File: src/rtl/multiplier32_seq.sv
// multiplier32_seq: iterative unsigned shift-add multiplier.
//
// Produces the full 2*WIDTH-bit product of two WIDTH-bit operands using a
// single 2*WIDTH-bit adder, one multiplier bit per clock. Control is a small
// IDLE -> CALC -> DONE machine driven through a start/done handshake.
//
// Optional build macro: MUL_EARLY_EXIT_EN
//   When defined, CALC also ends as soon as the remaining multiplier bits are
//   all zero, so short multipliers finish early. The product value is the same
//   in both builds; only the latency differs.

`default_nettype none

module multiplier32_seq #(
    parameter int WIDTH = 32,
    parameter int CNT_W = 6
) (
    input  logic                 clk,
    input  logic                 rst,
    input  logic                 start,
    input  logic [WIDTH-1:0]     a,
    input  logic [WIDTH-1:0]     b,
    output logic                 busy,
    output logic                 done,
    output logic [2*WIDTH-1:0]   product
);

    typedef enum logic [1:0] {
        S_IDLE = 2'd0,
        S_CALC = 2'd1,
        S_DONE = 2'd2
    } state_t;

    localparam logic [CNT_W-1:0] LAST_CNT = CNT_W'(WIDTH - 1);

    state_t               state;
    state_t               state_next;

    logic [2*WIDTH-1:0]   a_reg;
    logic [WIDTH-1:0]     b_reg;
    logic [2*WIDTH-1:0]   acc;
    logic [CNT_W-1:0]     cnt;

    logic [2*WIDTH-1:0]   addend;
    logic [2*WIDTH-1:0]   acc_sum;
    logic [WIDTH-1:0]     b_shift;
    logic                 last_iter;

    // The one adder: add the shifted multiplicand when the current multiplier bit is set.
    always_comb begin
        addend  = b_reg[0] ? a_reg : '0;
        acc_sum = acc + addend;
        b_shift = b_reg >> 1;
    end

    // Decide whether the current CALC cycle is the final one.
    always_comb begin
`ifdef MUL_EARLY_EXIT_EN
        last_iter = (cnt == LAST_CNT) || (b_shift == '0);
`else
        last_iter = (cnt == LAST_CNT);
`endif
    end

    // State register; reset drops straight back to IDLE, aborting any operation.
    always_ff @(posedge clk or posedge rst) begin
        if (rst) begin
            state <= S_IDLE;
        end else begin
            state <= state_next;
        end
    end

    // Next-state logic plus the Moore handshake outputs.
    always_comb begin
        state_next = state;
        busy       = 1'b0;
        done       = 1'b0;
        case (state)
            S_IDLE: begin
                if (start) begin
                    state_next = S_CALC;
                end
            end
            S_CALC: begin
                busy = 1'b1;
                if (last_iter) begin
                    state_next = S_DONE;
                end
            end
            S_DONE: begin
                busy       = 1'b1;
                done       = 1'b1;
                state_next = S_IDLE;
            end
            default: begin
                state_next = S_IDLE;
            end
        endcase
    end

    // Datapath: load operands on an accepted start, then shift and accumulate
    // once per CALC cycle. The product register is only written on the way into
    // DONE, so it holds the previous result for the whole of a new operation.
    always_ff @(posedge clk or posedge rst) begin
        if (rst) begin
            a_reg   <= '0;
            b_reg   <= '0;
            acc     <= '0;
            cnt     <= '0;
            product <= '0;
        end else begin
            case (state)
                S_IDLE: begin
                    if (start) begin
                        a_reg <= {{WIDTH{1'b0}}, a};
                        b_reg <= b;
                        acc   <= '0;
                        cnt   <= '0;
                    end
                end
                S_CALC: begin
                    acc   <= acc_sum;
                    a_reg <= a_reg << 1;
                    b_reg <= b_shift;
                    cnt   <= cnt + CNT_W'(1);
                    if (last_iter) begin
                        product <= acc_sum;
                    end
                end
                default: begin
                end
            endcase
        end
    end

endmodule

`default_nettype wire

File: config.mk
export PLATFORM = sky130hd
export DESIGN_NAME = multiplier32_seq
export DESIGN_NICKNAME = d
export VERILOG_FILES = /design/src/rtl/multiplier32_seq.sv
export SDC_FILE = /design/constraint.sdc
export NUM_CORES = 1
export LEC_CHECK = 0
export ABC_CLOCK_PERIOD_IN_PS = 9900
export BUFFER_PORTS_ARGS = -buffer_cell sky130_fd_sc_hd__buf_2
export CORE_ASPECT_RATIO = 1.1
export CORE_MARGIN = 1.5
export CORE_UTILIZATION = 60
export CTS_BUF_LIST = sky130_fd_sc_hd__clkbuf_2 sky130_fd_sc_hd__clkbuf_4 sky130_fd_sc_hd__clkbuf_8
export DETAILED_ROUTE_END_ITERATION = 10
export GPL_TIMING_DRIVEN = 0
export MAX_ROUTING_LAYER = met4
export PLACE_DENSITY_LB_ADDON = 0.2
export RECOVER_POWER = 50
export SYNTH_ARGS = -nofsm -noshare
export SYNTH_HDL_FRONTEND = slang
export SYNTH_SLANG_ARGS = --single-unit
File: constraint.sdc
create_clock -name clk -period 9.9 [get_ports clk]
set_input_delay 1.485 -clock clk [delete_from_list [all_inputs] [get_ports clk]]
set_output_delay 1.485 -clock clk [all_outputs]
set_load 0.01 [all_outputs]
==> results.ini, run 1 <==
[place]
place_congestion = 0.922
hpwl_um = 24200
portBuffers = 132

[timing]
final_max_slew_viol_count = 128
setup_viol = 0
slew_headroom_pct = -272
clock_skew_ns = 0.0229
hold_viol_final = 0
max_freq_mhz = 194
period_share_pct = 52.0
fin_crit_ns = 5.15
max_slew.worst_pin.slew_ns = 5.55
hold_ws_ns = 0.467
setup-tns-final_ns = 0
rsz0062_at_grt = false

[clock_tree]
h-tree-depth = 2
numCtsBuffers = 39
clk_pin_slew_worst_paths_ns = 0.06
cts-root-buf = clkbuf_8
cts_resized = 0
cts_tree = yes
cts_hold_buf = 0
clock_sinks = 232
clk_latency_ns = 0.55
cts_setup_buffers = 0
clockBufferDepth = 3

[global_routing]
track_usage_pct = 31.3
grt_overflow = 0
grt_pass1_wl_um = 53800
grt_pass1_vias = 10800
grt_max_degree = 128
antenna_found_initial = 0

[finish]
final_core_util_pct = 70.6
drive_gt1_share_pct = 12.7
ff_latch_area_mm2 = 0.00581
multi_input_area_mm2 = 0.00652
fillCellCount = 1682
area_growth_pct = 14.9
antenna_cells = 0
num-nets-final = 1682

[synthesis]
yosysWarnings = 0
synth_edf_count = 0
synth_cell_types = 59
netlist_area_mm2 = 0.0127
synth_nets = 1508
ys_async_sr_fraction_pct = 100
ys_ff_latch = 232
synth_cells = 1373
synth.avg_cell_area_um2 = 9.27
synth_seq_area_share_pct = 45.6
synth_flop_cell = dfrtp_1

[job]
max_cap_violations = 1

[critical_path]
cp-start-kind = primary input
crit_arrival_ns = 4.77
cpPeakStageDelay_ns = 3.07
path_cells = buf_2, clkinvlp_2
cpMaxStageDelayCell = clkinvlp_2
cpLargestDelayFamily = buffers and inverters
cp_num_buf_inv = 2
end_kind = asynchronous set/reset pin
required_ns = 9.52
critPathKind = in2async
crit_fanout = 127

[floorplanning]
die-area_mm2 = 0.0221
core_mm2 = 0.0207
die_h_um = 156
start_util_pct = 61.4
io_pins = 133
rows = 55
die_w_um = 142

[routing]
viasPerCell = 5.87
firstDrtPassIters = 5
drt_iter0_drc = 672
wl_per_cell_um = 17.8
drc = 0
num_vias = 10900
ant_nets = 0
wl_um = 33100

[pwr]
switchingPower_uw = 1550
intPower_uw = 2270
p_per_area_mw_per_mm2 = 262
p_leak_uw = 0.00706
pwr-share-seq_pct = 33.2
netSwitchingFraction_pct = 40.6
pwr-share-comb_pct = 41.4
ir_worst_vdd_mv = 0.197
p_clk_share_pct = 25.4

[status]
violations = capacitance limit, slew limit
status = finished with violations

[worst_hold_path]
hold_class = reg2reg

-- logic make-up (layout without fill, tap and decap cells) --
kind of cell | count (synthesis) | count (layout) | synth area share [%]
simple gates | 483 | 483 | 16.9
compound gates | 394 | 394 | 20.8
flops | 232 | 232 | 45.6
buf+inv | 105 | 305 | 3.13
fa+ha+maj | 68 | 68 | 6.74
xor+xnor | 60 | 60 | 4.13
mux | 31 | 31 | 2.63
-- final cells by class --
class	instances	share of cell area, %
clock inverter	11	1.14
multi-input combinational	1036	44.6
timing repair buffer	133	4.47
inverter	25	0.650
clock buffer	56	4.93
buffer	80	2.08
tap	285	2.44
sequential	232	39.7
-- cell usage in the layout (no fill, tap or decap), types with 13 or more instances in the layout --
| cell | count |
|---|---|
| a21o_1 | 21 |
| a21oi_1 | 80 |
| a22o_1 | 86 |
| and2_1 | 65 |
| buf_2 | 104 |
| clkbuf_1 | 101 |
| clkbuf_8 | 48 |
| dfrtp_1 | 232 |
| ha_1 | 67 |
| inv_1 | 24 |
| mux2_2 | 20 |
| nand2_1 | 191 |
| nand3_1 | 13 |
| nand4_1 | 23 |
| nor2_1 | 146 |
| o21ai_0 | 71 |
| o21bai_1 | 20 |
| o22ai_1 | 55 |
| xnor2_1 | 34 |
| xor2_1 | 26 |
-- layer usage --
metal / vias up / part of all wire (%) / GRT usage (%)
met5: - / 0 / -
met4: 0 / 2.6 / 9.28
met3: 64 / 5.9 / 5.06
met2: 339 / 46 / 49.0
met1: 5266 / 45 / 42.3
li1: 5246 / - / -
-- cells in the mapped netlist (all sizes together) (6+ instances only) --
master | count | share of area [%]
or3 | 8 | 0.39
nor2 | 146 | 4.3
mux2 | 20 | 1.8
o21ai | 74 | 2.9
and2 | 65 | 3.2
a22o | 86 | 5.9
nand4 | 23 | 1.1
xor2 | 26 | 1.8
nor2b | 8 | 0.39
o21bai | 20 | 1.2
and3 | 6 | 0.29
nor3 | 10 | 0.39
mux2i | 11 | 0.87
inv | 25 | 0.74
o22ai | 55 | 2.7
a21oi | 81 | 3.2
clkbuf | 72 | 2.1
nand3 | 13 | 0.51
xnor2 | 34 | 2.3
ha | 67 | 6.6
nand2 | 192 | 5.7
buf | 8 | 0.27
a21o | 21 | 1.2
a31oi | 10 | 0.49
dfrtp | 232 | 46
-- metrics by stage --
step / setup WS (ns) / total power (uW) / std cells / instance area [um^2]
2_1_floorplan: 2.05 / 2420 / 1373 / 12700
3_3_place_gp: -0.301 / 2800 / 1790 / 13700
3_5_place_dp: 4.89 / 2840 / 1791 / 13800
4_1_cts: 4.85 / 3820 / 1858 / 14700
5_1_grt: 3.77 / 4070 / 1858 / 14600
6_report: 4.75 / 3830 / 1858 / 14600
-- power groups by stage --
stage / Sequential, uW / Combinational [uW] / Clock [uW]
after floorplan: 1240 / 1180 / 0
after global placement: 1280 / 1520 / 0
after detailed placement: 1280 / 1560 / 0
after CTS: 1270 / 1570 / 985
after global routing: 1290 / 1760 / 1020
final: 1270 / 1580 / 971
-- worst paths after layout --
kind                             start           to  slack (ns)  depth (start not counted)
min reg2reg                product[45]  product[45]        0.47                          2
max in group clk              b_reg[0]  product[42]        4.81                         14
min                        product[45]  product[45]        0.47                          2
max reg2reg                   b_reg[0]  product[42]        4.81                         14
max                                rst    a_reg[56]        4.75                          2
min in group asynchronous          rst  product[27]        2.67                          2
Note: power is estimated with default switching activity, not from simulation.
==> inputs of run 2 (changes only) <==
--- a/config.mk
+++ b/config.mk
@@ -5,7 +5,7 @@
 export SDC_FILE = /design/constraint.sdc
 export NUM_CORES = 1
 export LEC_CHECK = 0
-export ABC_CLOCK_PERIOD_IN_PS = 9900
+export ABC_CLOCK_PERIOD_IN_PS = 4900
 export BUFFER_PORTS_ARGS = -buffer_cell sky130_fd_sc_hd__buf_2
 export CORE_ASPECT_RATIO = 1.1
 export CORE_MARGIN = 1.5
==> constraint.sdc (replaced) <==
create_clock -name clk -period 4.9 [get_ports clk]
set_input_delay 0.735 -clock clk [delete_from_list [all_inputs] [get_ports clk]]
set_output_delay 0.735 -clock clk [all_outputs]
set_load 0.01 [all_outputs]
==> results.ini, run 2 (synthesis results as in run 1) <==
[status]
status = finished with violations
violations = capacitance limit, slew limit

[clock_tree]
cts-root-buf = clkbuf_8
cts_tree = yes
h-tree-depth = 2  ; unchanged
clk_pin_slew_worst_paths_ns = 0.06  ; about the same
clk_latency_ns = 0.55  ; about the same
cts_hold_buf = 0  ; unchanged
numCtsBuffers = 39  ; unchanged
clock_sinks = 232  ; unchanged
clockBufferDepth = 3  ; unchanged

[critical_path]
crit_arrival_ns = 4.94  ; +0.17 ns
cp-start-kind = flip-flop
required_ns = 5.33  ; -4.19 ns
timing.rr.start = b_reg[0]
cp-startpoint = b_reg[0]
end_kind = flip-flop
r2r_setup_slack_ns = 0.39  ; -4.42 ns
critPathKind = reg2reg
crit_fanout = 10  ; -92%

[timing]
period_share_pct = 92.0
hold_viol_final = 0  ; unchanged
slew_headroom_pct = -52.2  ; +220 points
fin_crit_ns = 4.51
max_slew.worst_pin.slew_ns = 2.28  ; -3.27 ns
max_freq_mhz = 222
hold_ws_ns = 0.258  ; -0.209 ns
setup_viol = 0  ; unchanged
rsz0062_at_grt = false
fin_ws_ns = 0.393  ; -4.36 ns
clock_skew_ns = 0.0205  ; -0.00243 ns
final_max_slew_viol_count = 195  ; +52%

[place]
dp_slack_ns = -0.0000102  ; -4.89 ns
post_dp_cell_area_mm2 = 0.0139  ; +0.64%
portBuffers = 132  ; unchanged
hpwl_um = 24700  ; +2.3%
place_congestion = 0.940  ; +2.0%

[finish]
mostFrequentLayoutCell = dfrtp_1
drive_gt1_share_pct = 12.4  ; -0.28 points
num-nets-final = 1687  ; +0.30%
multi_input_area_mm2 = 0.00653  ; about the same
layout_common_cells = dfrtp_1 (232), nand2_1 (191), nor2_1 (146)
final_area_mm2 = 0.0146  ; -0.33%
area_growth_pct = 14.5
fillCellCount = 1692  ; +0.59%
ff_latch_area_mm2 = 0.00581  ; unchanged
antenna_cells = 0  ; unchanged
final_core_util_pct = 70.4  ; -0.24 points

[global_routing]
grt_overflow = 0  ; unchanged
antenna_found_initial = 0  ; unchanged
track_usage_pct = 31.9  ; +0.55 points
grt_pass1_wl_um = 54500  ; +1.4%
grt_max_degree = 44  ; -66%
grt_pass1_vias = 10800  ; +0.10%

[routing]
wl_um = 33400  ; +0.73%
ant_nets = 0  ; unchanged
firstDrtPassIters = 5  ; unchanged
num_vias = 11000  ; +0.49%
wl_per_cell_um = 17.9  ; +0.57%
drt_iter0_drc = 693  ; +3.1%
viasPerCell = 5.89  ; +0.33%
drc = 0  ; unchanged

[floorplanning]
die_h_um = 156  ; unchanged
rows = 55  ; unchanged
die-area_mm2 = 0.0221  ; unchanged
die_w_um = 142  ; unchanged
start_util_pct = 61.4  ; unchanged
core_mm2 = 0.0207  ; unchanged
io_pins = 133  ; unchanged

[pwr]
p_leak_uw = 0.00702  ; -0.49%
finalPower_uw = 7590  ; +98%
p_per_area_mw_per_mm2 = 521  ; +99%
ir_worst_vdd_mv = 0.336  ; +70%

[job]
max_cap_violations = 5  ; +4

[worst_hold_path]
hold_class = in2async

run 2: cell count changes in the layout (fill, tap and decap cells not counted), moves of 2 or more:
| cell | change |
|---|---|
| a21boi_0 | -2 |
| a21boi_1 | +2 |
| buf_2 | -4 |
| bufinv_16 | -3 |
| clkbuf_1 | +5 |
| clkbuf_4 | +2 |
| clkinv_2 | -2 |
run 2: worst paths after layout:
check                              end  cells after the start
min                        product[25]                      2
max reg2reg                product[42]                     14
min in group clk              a_reg[0]                      2
max                        product[42]                     14
min reg2reg                product[26]                      2
max in group asynchronous  product[60]                      4
run 2: metrics by stage:
| step | TNS [ns] | std cells |
|---|---|---|
| 2_1_floorplan | 0 | 1373 |
| 3_3_place_gp | -33.17 | 1790 |
| 3_5_place_dp | -0.0000102 | 1796 |
| 4_1_cts | 0 | 1861 |
| 5_1_grt | 0 | 1861 |
| 6_report | 0 | 1861 |
run 2: routing by layer:
| metal | vias to the layer above | wire (um) | track usage [%] |
|---|---|---|---|
| met4 | 0 | 925 | 11.0 |
| met5 | - | 0 | - |
| met3 | 68 | 1910 | 5.43 |
| met2 | 335 | 15300 | 48.4 |
| li1 | 5250 | - | - |
| met1 | 5316 | 15200 | 43.6 |
run 2: report_power, final:
| part | total, uW | switching, uW | internal, uW |
|---|---|---|---|
| combinational | 3200 | 2080 | 1120 |
| sequential | 2570 | 266 | 2310 |
| clock | 1820 | 806 | 1010 |
| total | 7590 | 3150 | 4440 |
run 2: cell type report:
class | count | area share (%)
Sequential cell | 232 | 39.8
Timing Repair Buffer | 138 | 4.63
Tap cell | 285 | 2.45
Buffer | 80 | 2.09
Clock inverter | 7 | 0.515
Inverter | 25 | 0.652
Multi-Input combinational cell | 1036 | 44.8
Clock buffer | 58 | 5.05
run 2: critical path: stages (launching register included):
cell and delay [ns]:
dfrtp_1 0.37, clkbuf_2 0.29, clkbuf_1 0.39, nand2_1 0.17, fa_1 0.45, nor2b_1 0.18
o31a_1 0.19, nor3_1 0.07, o21bai_1 0.22, a31oi_1 0.18, o21ai_1 0.48, a31oi_1 0.35
o41ai_1 0.56, xor2_1 0.18, mux2_2 0.30
run 2: repair_timing:
| action | 4_1_cts | 5_1_grt |
|---|---|---|
| buffers inserted | 0 | 0 |
| gates resized for setup | 1 | 4 |
| endpoints found under the setup margin | 1 | 26 |
